`config.mk`:
```
export PLATFORM = sky130hd
export DESIGN_NAME = urna_tally_core
export DESIGN_NICKNAME = d
export VERILOG_FILES = /design/src/rtl/urna_pkg.sv /design/src/rtl/urna_max_scan.sv /design/src/rtl/urna_tally_core.sv
export SDC_FILE = /design/constraint.sdc
export NUM_CORES = 1
export LEC_CHECK = 0
export ABC_AREA = 1
export BUFFER_PORTS_ARGS = -buffer_cell sky130_fd_sc_hd__buf_4
export CAP_MARGIN = 15
export CORE_MARGIN = 8
export CORE_UTILIZATION = 60
export DETAILED_ROUTE_END_ITERATION = 8
export PLACE_DENSITY = 0.85
export SLEW_MARGIN = 20
export SYNTH_ARGS = -nofsm -noshare
export SYNTH_HDL_FRONTEND = slang
export SYNTH_SLANG_ARGS = --single-unit
```
`constraint.sdc`:
```
create_clock -name clock -period 3.66 [get_ports clock]
set_input_delay 0.183 -clock clock [delete_from_list [all_inputs] [get_ports clock]]
set_output_delay 0.183 -clock clock [all_outputs]
set_load 0.02 [all_outputs]
```
`src/rtl/urna_pkg.sv`:
```
// urna_pkg: shared types, constants and helpers for the ballot tally core
package urna_pkg;
  typedef enum logic [1:0] {IDLE, DECODE, UPDATE, SCAN} state_t;
  typedef enum logic [1:0] {CLS_CAND, CLS_BLANK, CLS_NULL} cls_t;
  localparam logic [7:0] BLANK_CODE = 8'h00;
  localparam logic [31:0] DEF_CAND_CODES = {8'h51, 8'h17, 8'h13, 8'h12};
  function automatic logic is_bcd(input logic [7:0] code);
    return code[7:4] <= 4'd9 && code[3:0] <= 4'd9;
  endfunction
endpackage

```
`src/rtl/urna_max_scan.sv`:
```
// urna_max_scan: sequential running-max scan with tie detection over N counts
//   clock/reset (async, active-low)/clear (sync); start arms a scan of N cycles
//   sel: index whose count is expected on cnt this cycle
//   done: final scan cycle; winner_idx/winner_valid/tie update at that edge
module urna_max_scan #(
  parameter int N = 4,
  parameter int CNT_W = 9,
  parameter int IDX_W = 2
) (
  input  logic             clock,
  input  logic             reset,
  input  logic             clear,
  input  logic             start,
  input  logic [CNT_W-1:0] cnt,
  output logic [IDX_W-1:0] sel,
  output logic             done,
  output logic [IDX_W-1:0] winner_idx,
  output logic             winner_valid,
  output logic             tie
);
  logic run, tie_r, gt, nx_tie;
  logic [CNT_W-1:0] max_r, nx_max;
  logic [IDX_W-1:0] idx_r, nx_idx;
  // a later index wins only on strictly greater count; equal nonzero counts flag a tie
  always_comb begin
    gt = cnt > max_r;
    nx_max = gt ? cnt : max_r;
    nx_idx = gt ? sel : idx_r;
    nx_tie = gt ? 1'b0 : tie_r | (cnt == max_r && |max_r);
    done = run && sel == IDX_W'(N - 1);
  end
  always_ff @(posedge clock or negedge reset)
    if (!reset) begin
      {run, tie_r, winner_valid, tie} <= '0;
      {sel, idx_r, winner_idx, max_r} <= '0;
    end else if (clear) begin
      {run, tie_r, winner_valid, tie} <= '0;
      {sel, idx_r, winner_idx, max_r} <= '0;
    end else if (start) begin
      run <= 1'b1;
      {sel, idx_r, max_r, tie_r} <= '0;
    end else if (run) begin
      sel <= sel + 1'b1;
      max_r <= nx_max;
      idx_r <= nx_idx;
      tie_r <= nx_tie;
      if (done) begin
        run <= 1'b0;
        winner_idx <= nx_idx;
        tie <= nx_tie;
        winner_valid <= |nx_max && !nx_tie;
      end
    end
endmodule

```
`src/rtl/urna_tally_core.sv`:
```
// urna_tally_core: BCD vote classifier with saturating tallies and winner/tie scan
//   clock, reset (async, active-low), clear (sync), lock (refuse new votes)
//   vote_valid/vote_code/vote_ready: one two-digit BCD code per handshake
//   rd_idx/rd_count: registered candidate count read, 1-cycle latency
//   blank_cnt/null_cnt/total_cnt, winner_idx/winner_valid/tie, sat (sticky), busy
module urna_tally_core
  import urna_pkg::*;
#(
  parameter int NUM_CAND = 4,
  parameter int CNT_W = 9,
  parameter logic [NUM_CAND*8-1:0] CAND_CODES = DEF_CAND_CODES,
  parameter int IDX_W = $clog2(NUM_CAND)
) (
  input  logic             clock,
  input  logic             reset,
  input  logic             clear,
  input  logic             lock,
  input  logic             vote_valid,
  input  logic [7:0]       vote_code,
  output logic             vote_ready,
  input  logic [IDX_W-1:0] rd_idx,
  output logic [CNT_W-1:0] rd_count,
  output logic [CNT_W-1:0] blank_cnt,
  output logic [CNT_W-1:0] null_cnt,
  output logic [CNT_W-1:0] total_cnt,
  output logic [IDX_W-1:0] winner_idx,
  output logic             winner_valid,
  output logic             tie,
  output logic             sat,
  output logic             busy
);
  localparam logic [CNT_W-1:0] MAX = '1;
  state_t state, nx_state;
  cls_t cls, cls_q;
  logic [7:0] code_q;
  logic [IDX_W-1:0] hit_idx, idx_q, sel;
  logic hit, done, accept;
  logic [CNT_W-1:0] tgt;
  logic [CNT_W-1:0] cnt [NUM_CAND];
  function automatic logic [CNT_W-1:0] inc(input logic [CNT_W-1:0] v);
    return v == MAX ? v : v + 1'b1;
  endfunction
  always_ff @(posedge clock or negedge reset)
    if (!reset) state <= IDLE;
    else state <= clear ? IDLE : nx_state;
  always_comb
    nx_state = state == IDLE ? (accept ? DECODE : IDLE) :
               state == DECODE ? UPDATE :
               state == UPDATE ? SCAN :
               done ? IDLE : SCAN;
  always_comb begin
    vote_ready = state == IDLE && !lock && !clear;
    accept = vote_valid && vote_ready;
    busy = state != IDLE;
  end
  // descending search so the lowest matching index is the one left standing
  always_comb begin
    hit = 1'b0;
    hit_idx = '0;
    for (int i = NUM_CAND - 1; i >= 0; i--)
      if (code_q == CAND_CODES[i*8 +: 8]) begin
        hit = 1'b1;
        hit_idx = IDX_W'(i);
      end
    cls = code_q == BLANK_CODE ? CLS_BLANK : is_bcd(code_q) && hit ? CLS_CAND : CLS_NULL;
    tgt = cls_q == CLS_CAND ? cnt[idx_q] : cls_q == CLS_BLANK ? blank_cnt : null_cnt;
  end
  always_ff @(posedge clock or negedge reset)
    if (!reset) begin
      code_q <= '0;
      cls_q <= CLS_NULL;
      idx_q <= '0;
      {blank_cnt, null_cnt, total_cnt, rd_count, sat} <= '0;
      for (int i = 0; i < NUM_CAND; i++) cnt[i] <= '0;
    end else if (clear) begin
      code_q <= '0;
      cls_q <= CLS_NULL;
      idx_q <= '0;
      {blank_cnt, null_cnt, total_cnt, rd_count, sat} <= '0;
      for (int i = 0; i < NUM_CAND; i++) cnt[i] <= '0;
    end else begin
      rd_count <= {1'b0, rd_idx} < (IDX_W+1)'(NUM_CAND) ? cnt[rd_idx] : '0;
      if (accept) code_q <= vote_code;
      if (state == DECODE) begin
        cls_q <= cls;
        idx_q <= hit_idx;
      end
      if (state == UPDATE) begin
        total_cnt <= inc(total_cnt);
        sat <= sat || total_cnt == MAX || tgt == MAX;
        if (cls_q == CLS_CAND) cnt[idx_q] <= inc(cnt[idx_q]);
        blank_cnt <= cls_q == CLS_BLANK ? inc(blank_cnt) : blank_cnt;
        null_cnt <= cls_q == CLS_NULL ? inc(null_cnt) : null_cnt;
      end
    end
  urna_max_scan #(.N(NUM_CAND), .CNT_W(CNT_W), .IDX_W(IDX_W)) u_scan (
    .clock,
    .reset,
    .clear,
    .start(state == UPDATE),
    .cnt(cnt[sel]),
    .sel,
    .done,
    .winner_idx,
    .winner_valid,
    .tie
  );
endmodule

```
==> results_dict.tcl, run 1 <==
set metrics [dict create \
    worstMarginPinSlew_ns 0.583 \
    rsz0062_at_grt "no" \
    drive_above_1_share 0.116 \
    place_hpwl_um 12600 \
    finalCriticalPeriod_ns 3.26 \
    p_sw_frac 0.293 \
    syn_to_final_growth_pct 13.1 \
    grt_pass1_wl_um 27400 \
    power_density_nw_per_um2 370 \
    arrival_ns 3.57 \
    die_y_um 117 \
    synthesis.area_um2 6070 \
    finalMaxSlewViolations 0 \
    finalHoldViolations 0 \
    grt_max_degree 45 \
    fin_area_um2 6870 \
    fin_ws_ns 0.405 \
    maxCapViolCount 0 \
    postSynthAreaPerCell_um2 7.38 \
    htreeDepth 3 \
    cts_tree "built" \
    synthCells 822 \
    synth_area_leaders "dfrtp_1, nand2_1, inv_1, o21ai_0, a21oi_1" \
    power_frac_clock 0.341 \
    synth_fp_nets 854 \
    reg2reg_to "u_scan.tie$_DFFE_PN0P_" \
    dieArea_um2 13600 \
    start_util 0.618 \
    post-route-period-util 0.889 \
    async_flop_share 1.00 \
    cts_buffer_depth 2 \
    num_rows 36 \
    rrSetupSlack_ns 0.40 \
    viasPerCell 5.73 \
    startpoint_type "flop" \
    nNetsFinal 907 \
    seq_area_frac_synth 0.437 \
    drt-pass1-iter-count 8 \
    critPathRequiredTime_ns 3.97 \
    drtIter0Drc 399 \
    ios 58 \
    clock_sinks 106 \
    place.gp.congestion 0.946 \
    hp-class "in2reg" \
    status "finished clean" \
    track_usage 0.256 \
    synth_edf_count 0 \
    fmax_mhz 307 \
    endpoint "u_scan.tie$_DFFE_PN0P_" \
    antenna_found_initial 0 \
    num_vias 5807 \
    seqPwrFrac 0.489 \
    p_int_w 0.00180 \
    yosys.area.top_type "dfrtp_1" \
    p_switching_w 0.000744 \
    fp.dieW_um 117 \
    post-place-ws_ns 0.417 \
    ys_types 39 \
    gr-total-overflow 0 \
    grt_pass1_vias 5780 \
    ir_worst_vdd_mv 0.251 \
    placed_cell_area_um2 6610 \
    n_antenna_cell 0 \
    drc 0 \
    yosys.area.top_type_share 0.433 \
    pwr-share-comb 0.169 \
    cts-buffers-inserted 9 \
    core-area_um2 9820 \
    whs_ns 0.0369 \
    ys.flop_type "dfrtp_1" \
    skew_ns 0.0109 \
    port_buffers 57 \
    synth-seq-cells 106 \
    startpoint "u_scan.sel[1]$_DFFE_PN0P_" \
    cts_root_buffer "clkbuf_8" \
    reg2reg_depth 14 \
    crit_fanout 13 \
    ant_nets 0 \
    total_power_w 0.00254 \
    end_kind "flop" \
    drt_wl_total_um 16500 \
    leakage_nw 3.33 \
    clkTransAtPathRegs_ns 0.10 \
    yosysWarnings 0 \
    clock_latency_ns 0.38 \
    setup_violations 0 \
    fin_tns_setup_ns 0 \
    path_class "reg2reg" \
    wl_per_cell_um 16.3 \
    r2r_start "u_scan.sel[1]$_DFFE_PN0P_" \
    timing.slew.headroom 0.611 \
]
worst min-delay path by stage:
stage	from	endpoint	slack, ns	cells after the start
after CTS	vote_code[6]	code_q[6]$_DFFE_PN0P_	0.03	3
after global placement	reset	u_scan.max_r[5]$_DFFE_PN0P_	0.16	1
after detailed placement	reset	u_scan.max_r[4]$_DFFE_PN0P_	0.16	1
after floorplan	reset	blank_cnt[0]$_DFFE_PN0P_	-0.11	0
final	vote_code[4]	code_q[4]$_DFFE_PN0P_	0.04	3
after global routing	vote_code[4]	code_q[4]$_DFFE_PN0P_	0.04	3
flip-flops by register name (all words and copies together) (netlist names):
| signal | cells |
|---|---|
| rd_count | 9 |
| u_scan.winner_valid | 1 |
| cls_q | 2 |
| blank_cnt | 9 |
| u_scan.run | 1 |
| sat | 1 |
| u_scan.tie | 1 |
| u_scan.sel | 2 |
| u_scan.tie_r | 1 |
| u_scan.idx_r | 2 |
| state | 2 |
| u_scan.max_r | 9 |
| cnt | 36 |
| u_scan.winner_idx | 2 |
| idx_q | 2 |
| total_cnt | 9 |
| code_q | 8 |
| null_cnt | 9 |
cells by family (layout without fill, tap and decap cells):
group / after synthesis / after routing / synth area share
xor gates and xnor gates: 2 / 2 / 0.00289
buffers and inverters: 144 / 202 / 0.0899
adders and majority gates: 17 / 17 / 0.0350
AOI/OAI and AO/OA: 199 / 199 / 0.180
DFF: 106 / 106 / 0.437
and+or+nand+nor: 354 / 354 / 0.255
cell usage after synthesis, types with 2 or more instances:
cell type  count
xnor2_1        2
nor3_1        14
inv_2          5
nor2_8         2
nand2_2        2
nand3_1       45
nor4_1         7
o21ai_0       83
a21oi_1       65
o21bai_1       2
o211ai_1       6
clkbuf_1      16
o31ai_1        2
o21ai_2        3
o22ai_1       18
nor2_1        52
o21ai_1       10
a22oi_1        6
nand3b_1       5
nand2_1      210
dfrtp_1      105
nor2_2         5
ha_1          17
nand4_1        7
inv_1        118
buf_1          2
worst max-delay path, stage by stage, from the launching register on:
cell     delay (ns)
dfrtp_1        0.51
inv_1          0.26
a21oi_1        0.16
o21ai_0        0.09
nand2_1        0.14
inv_1          0.06
ha_1           0.29
nand2_1        0.08
nor2_1         0.20
nand4_1        0.30
nand2_1        0.43
inv_1          0.17
o21ai_0        0.25
nand2_1        0.10
o21ai_0        0.14
layout make-up:
cell class              instances  area, µm²
inverters                     124        465
clock buffers                   9        124
fillers                       842       2950
clock inverters                 7        116
flip-flops and latches        106       2660
repair buffers                 62        468
well taps                     133        166
multi-input cells             572       2870
metal layers:
metal | share of wire | track usage
met5 | 0 | 0
met4 | 0.023 | 0.107
met3 | 0.079 | 0.0548
met2 | 0.48 | 0.422
met1 | 0.42 | 0.320
what timing repair did:
item	CTS	global route
hold endpoints to repair	32	0
hold buffers	1	0
setup buffers	0	0
setup endpoints to repair	0	6
resized for setup	0	1
cells in the final DEF (no fill, tap or decap), drive strengths merged:
master       count
a41oi            1
bufinv           3
o2111ai          1
dlygate4sd3      1
nor2            60
nand3           46
a22oi            6
ha              17
nor3            15
o21ai           96
o211ai           6
o22ai           18
o31ai            2
inv            124
a21oi           65
o311ai           1
a211oi           1
buf             61
nand3b           5
clkinv           3
nand4            8
o21bai           2
clkbuf           9
nand2          213
dfstp            1
nor4             7
xnor2            2
dfrtp          105
clkinvlp         1
metrics by stage:
step,std cells,utilization
2_1_floorplan,822,-
3_3_place_gp,996,0.674
3_5_place_dp,996,0.674
4_1_cts,1013,0.699
5_1_grt,1013,0.699
6_report,1013,0.699
power groups by stage:
stage	Sequential, W	Combinational (W)	Clock (W)
4_1_cts	0.00124	0.000431	0.000874
5_1_grt	0.00125	0.000490	0.000925
3_5_place_dp	0.00126	0.000428	0
2_1_floorplan	0.00127	0.000289	0
6_report	0.00124	0.000431	0.000869
3_3_place_gp	0.00126	0.000421	0
No activity file was read; power rests on OpenSTA's default activity.
==> inputs of run 2 (changes only) <==
--- a/config.mk
+++ b/config.mk
@@ -5,13 +5,12 @@
 export SDC_FILE = /design/constraint.sdc
 export NUM_CORES = 1
 export LEC_CHECK = 0
-export ABC_AREA = 1
-export BUFFER_PORTS_ARGS = -buffer_cell sky130_fd_sc_hd__buf_4
+export BUFFER_PORTS_ARGS = -buffer_cell sky130_fd_sc_hd__buf_2
 export CAP_MARGIN = 15
 export CORE_MARGIN = 8
-export CORE_UTILIZATION = 60
+export CORE_UTILIZATION = 59
 export DETAILED_ROUTE_END_ITERATION = 8
-export PLACE_DENSITY = 0.85
+export PLACE_DENSITY = 0.84
 export SLEW_MARGIN = 20
 export SYNTH_ARGS = -nofsm -noshare
 export SYNTH_HDL_FRONTEND = slang
==> results_dict.tcl, run 2 <==
set metrics [dict create \
    yosysWarnings 0 \
    ios 58 \
    final_core_util 0.663 \
    nNetsFinal 621 \
    port_buffers 57 \
    antenna_found_initial 0 \
    worstMarginPinSlew_ns 1.05 \
    viasPerCell 6.31 \
    netlist_top_cells_count "dfrtp_1, nand2_1, nor2_1" \
    start_util 0.601 \
    synth_area_leaders "dfrtp_1, mux4_2, a22o_1, nand2_1, ha_1" \
    yosys.area.top_type_share 0.453 \
    track_usage 0.217 \
    grt_pass1_vias 4543 \
    synth-seq-cells 106 \
    grt_pass1_wl_um 22600 \
    end_kind "flop" \
    wl_per_cell_um 18.9 \
    fin_ws_ns 0.378 \
    ys.flop_type "dfrtp_1" \
    cts_resized 0 \
    synthesis.area_um2 5790 \
    post-cts-setup-buffers 0 \
    core-area_um2 9640 \
    regArea_um2 2650 \
    cts-buffers-inserted 9 \
    power_density_nw_per_um2 317 \
    fin_area_um2 6390 \
    hold_buffers 7 \
    postSynthAreaPerCell_um2 10.8 \
    ir_worst_vdd_mv 0.175 \
    path_class "reg2reg" \
    clock_latency_ns 0.38 \
    cts_buffer_depth 2 \
    skew_ns 0.0225 \
    status "finished clean" \
    place.gp.congestion 0.920 \
    die_y_um 115 \
    largest_reg_flops 36 \
    critPathRequiredTime_ns 3.89 \
    drt_wl_total_um 13700 \
    top_register "cnt" \
    fillCellCount 760 \
    num_vias 4589 \
    place_hpwl_um 9840 \
    synthCells 539 \
    finalCriticalPeriod_ns 3.28 \
    synth_fp_nets 571 \
    yosys.area.top_type "dfrtp_1" \
    cts_root_buffer "clkbuf_8" \
    crit_fanout 9 \
    dieArea_um2 13200 \
    grt_max_degree 82 \
    place_inst 704 \
    post-route-period-util 0.897 \
    drc 0 \
    clkTransAtPathRegs_ns 0.10 \
    arrival_ns 3.52 \
    num_rows 36 \
    seq_area_frac_synth 0.458 \
    drt-pass1-iter-count 4 \
    multiInputGateArea_um2 2950 \
    finalMaxSlewViolations 0 \
    setup_violations 0 \
    syn_to_final_growth_pct 10.3 \
    post-place-ws_ns 0.400 \
    maxCapViolCount 0 \
    n_antenna_cell 0 \
    layout_commonest_cell "dfrtp_1" \
    placed_cell_area_um2 6150 \
    timing.slew.headroom 0.296 \
    clock_sinks 106 \
    finalHoldViolations 0 \
    fp.dieW_um 115 \
    ant_nets 0 \
    drtIter0Drc 368 \
    gr-total-overflow 0 \
    leakage_nw 2.93 \
    ys_types 60 \
    instances_no_fill 727 \
    async_flop_share 1.00 \
    startpoint_type "flop" \
    hp-class "in2reg" \
    drive_above_1_share 0.195 \
    fmax_mhz 305 \
    rsz0062_at_grt "no" \
    htreeDepth 3 \
    cts_tree "built" \
    synth_edf_count 0 \
    most-common-layout-cells "dfrtp_1, nand2_1, buf_2" \
    fin_tns_setup_ns 0 \
    yosysMostFrequentCell "dfrtp_1" \
]
==> run 2: path summary, 6_finish.rpt <==
check | start | to | slack (ns) | cells after the start
min | vote_code[2] | code_q[2]$_DFFE_PN0P_ | 0.02 | 3
max in group asynchronous | reset | cnt[23]$_DFFE_PN0P_ | 2.44 | 3
min reg2reg | u_scan.winner_idx[0]$_DFFE_PN0P_ | u_scan.winner_idx[0]$_DFFE_PN0P_ | 0.51 | 2
max reg2reg | u_scan.sel[0]$_DFFE_PN0P_ | u_scan.max_r[5]$_DFFE_PN0P_ | 0.38 | 8
max | u_scan.sel[0]$_DFFE_PN0P_ | u_scan.max_r[5]$_DFFE_PN0P_ | 0.38 | 8
min in group asynchronous | reset | code_q[5]$_DFFE_PN0P_ | 0.41 | 2
==> run 2: critical path, cell delays in order (launching register included) <==
cell,delay [ns]
dfrtp_1,0.66
mux4_2,0.61
ha_1,0.32
and4_1,0.24
or3b_2,0.24
o21ai_0,0.13
nor3_1,0.58
buf_4,0.28
o31ai_1,0.07
==> run 2: cells by family (layout without fill, tap and decap cells) <==
logic type,count (synthesis),in the layout,synth area share
simple gates,202,202,0.180
compound gates,110,110,0.136
flops,106,106,0.458
buf+inv,46,101,0.0337
mux,35,35,0.120
xor+xnor,23,23,0.0361
fa+ha+maj,17,17,0.0367
==> run 2: report_power, final <==
part           switching (W)  internal [W]
logic               0.000110     0.0000561
clock network       0.000397      0.000250
registers          0.0000295       0.00119
total               0.000536       0.00149
==> run 2: stage by stage <==
stage,hold WS [ns],total power (W)
after floorplan,-0.113,0.00133
after global placement,0.377,0.00139
after detailed placement,0.383,0.00140
after CTS,0.0000795,0.00204
after global routing,0.00602,0.00211
final,0.0167,0.00203
==> run 2: routing by layer <==
metal  part of all wire  up-vias  GRT usage
li1                   -     2078          -
met1               0.42     2296      0.278
met2               0.50      188      0.357
met3              0.059       27     0.0399
met4              0.021        0     0.0902
met5                  0        -          0
==> run 2: cell type report <==
class	count	share of cell area
Timing Repair Buffer	70	0.0636
Sequential cell	106	0.415
Clock inverter	4	0.00450
Inverter	15	0.00881
Tap cell	133	0.0260
Multi-Input combinational cell	387	0.461
Clock buffer	12	0.0211
==> inputs of run 3 (changes only) <==
--- a/config.mk
+++ b/config.mk
@@ -7,8 +7,10 @@
 export LEC_CHECK = 0
 export BUFFER_PORTS_ARGS = -buffer_cell sky130_fd_sc_hd__buf_2
 export CAP_MARGIN = 15
+export CELL_PAD_IN_SITES_DETAIL_PLACEMENT = 0
+export CELL_PAD_IN_SITES_GLOBAL_PLACEMENT = 2
 export CORE_MARGIN = 8
-export CORE_UTILIZATION = 59
+export CORE_UTILIZATION = 39
 export DETAILED_ROUTE_END_ITERATION = 8
 export PLACE_DENSITY = 0.84
 export SLEW_MARGIN = 20
==> results_dict.tcl, run 3 (synthesized netlist as in run 2, its figures left out) <==
set metrics [dict create \
    dieArea_um2 19000 \
    layout_commonest_cell "dfrtp_1" \
    grt_max_degree 81 \
    setup_violations 0 \
    num_rows 44 \
    startpoint "u_scan.sel[0]$_DFFE_PN0P_" \
    path_class "reg2reg" \
    core-area_um2 14500 \
    r2r_start "u_scan.sel[0]$_DFFE_PN0P_" \
    status "finished clean" \
    ir_worst_vdd_mv 0.277 \
    finalCriticalPeriod_ns 3.21 \
    leakage_nw 2.97 \
    fin_ws_ns 0.451 \
    multiInputGateArea_um2 2950 \
    finalMaxSlewViolations 0 \
    drtIter0Drc 331 \
    timing.slew.headroom 0.326 \
    post-place-ws_ns 0.466 \
    total_power_w 0.00236 \
    critPathRequiredTime_ns 3.88 \
    place.gp.congestion 0.864 \
    start_util 0.399 \
    grt_pass1_vias 4401 \
    port_buffers 57 \
    fillCellCount 1407 \
    drive_above_1_share 0.200 \
    wl_per_cell_um 19.1 \
    fin_tns_setup_ns 0 \
    rrSetupSlack_ns 0.45 \
    clkTransAtPathRegs_ns 0.08 \
    cts_tree "built" \
    worstHoldStart "vote_code[3]" \
    nNetsFinal 616 \
    ios 58 \
    reg2reg_to "u_scan.max_r[2]$_DFFE_PN0P_" \
    most-common-layout-cells "dfrtp_1, nand2_1, buf_2" \
    cts_buffer_depth 2 \
    antenna_found_initial 0 \
    cts-buffers-inserted 9 \
    worstMarginPinSlew_ns 1.01 \
    syn_to_final_growth_pct 12.8 \
    skew_ns 0.0144 \
    clock_sinks 106 \
    post-route-period-util 0.877 \
    clock_latency_ns 0.36 \
    fp.dieW_um 138 \
    drt-pass1-iter-count 4 \
    finalHoldViolations 0 \
    maxCapViolCount 0 \
    drc 0 \
    track_usage 0.164 \
    cts_resized 0 \
    rsz0062_at_grt "no" \
    top_register "cnt" \
    die_y_um 138 \
    crit_fanout 11 \
    startpoint_type "flop" \
    hp-class "in2reg" \
    end_kind "flop" \
    place_hpwl_um 10300 \
    reg2reg_depth 8 \
    regArea_um2 2650 \
    gr-total-overflow 0 \
    htreeDepth 3 \
    fmax_mhz 312 \
    cts_root_buffer "clkbuf_16" \
    power_density_nw_per_um2 361 \
    largest_reg_flops 36 \
    drt_wl_total_um 14800 \
    num_vias 4408 \
    viasPerCell 5.70 \
    endpoint "u_scan.max_r[2]$_DFFE_PN0P_" \
    ant_nets 0 \
    arrival_ns 3.43 \
    n_antenna_cell 0 \
    grt_pass1_wl_um 24300 \
]
[run 3: cell types whose count changed in the layout (fill, tap and decap cells not counted), moves of 2 or more]
cell and delta:
clkbuf_16 +9, clkinvlp_4 -2, clkbuf_8 -9, dlygate4sd3_1 -6
clkinv_4 +2
[run 3: area by class of cell]
class	count	area share
Multi-Input combinational cell	387	0.452
Clock inverter	4	0.00804
Tap cell	184	0.0352
Clock buffer	12	0.0362
Timing Repair Buffer	65	0.0542
Sequential cell	106	0.406
Inverter	15	0.00862
[run 3: critical path, cell delays in order (launching register included)]
cell	delay, ns
dfrtp_1	0.57
buf_4	0.25
mux4_2	0.54
ha_1	0.29
and4_1	0.22
or3b_2	0.51
and2_1	0.32
o2111ai_1	0.27
o31ai_1	0.10
[run 3: stage by stage]
stage | instances | util | hold slack (ns) | area (µm²)
floorplan | 539 | - | -0.113 | 5790
global placement | 756 | 0.428 | 0.371 | 6230
detailed placement | 756 | 0.428 | 0.379 | 6230
CTS | 772 | 0.448 | 0.00675 | 6520
global route | 773 | 0.450 | 0.0220 | 6540
finish | 773 | 0.450 | 0.0196 | 6540
[run 3: report_power, final]
| part | switching (W) | internal, W |
|---|---|---|
| Sequential | 0.0000270 | 0.00119 |
| Combinational | 0.000113 | 0.0000531 |
| Clock | 0.000444 | 0.000534 |
| Total | 0.000584 | 0.00177 |
[run 3: timing repair]
item / 4_1_cts / 5_1_grt
hold buffers: 0 / 1
hold endpoints to repair: 0 / 79
setup buffers: 0 / 0
[run 3: worst min-delay path by stage]
stage | endpoint | slack [ns] | depth (start not counted)
floorplan | blank_cnt[0]$_DFFE_PN0P_ | -0.11 | 0
global placement | code_q[6]$_DFFE_PN0P_ | 0.37 | 3
detailed placement | code_q[7]$_DFFE_PN0P_ | 0.38 | 3
CTS | code_q[6]$_DFFE_PN0P_ | 0.007 | 3
global route | code_q[1]$_DFFE_PN0P_ | 0.02 | 3
finish | code_q[3]$_DFFE_PN0P_ | 0.02 | 3
[run 3: metal layers]
| layer | part of all wire | vias up | routed length (µm) | global-route usage |
|---|---|---|---|---|
| li1 | - | 2074 | - | - |
| met4 | 0.0079 | 0 | 117 | 0.0316 |
| met1 | 0.45 | 2219 | 6650 | 0.218 |
| met5 | 0 | - | 0 | 0 |
| met2 | 0.49 | 109 | 7190 | 0.268 |
| met3 | 0.057 | 6 | 840 | 0.0399 |
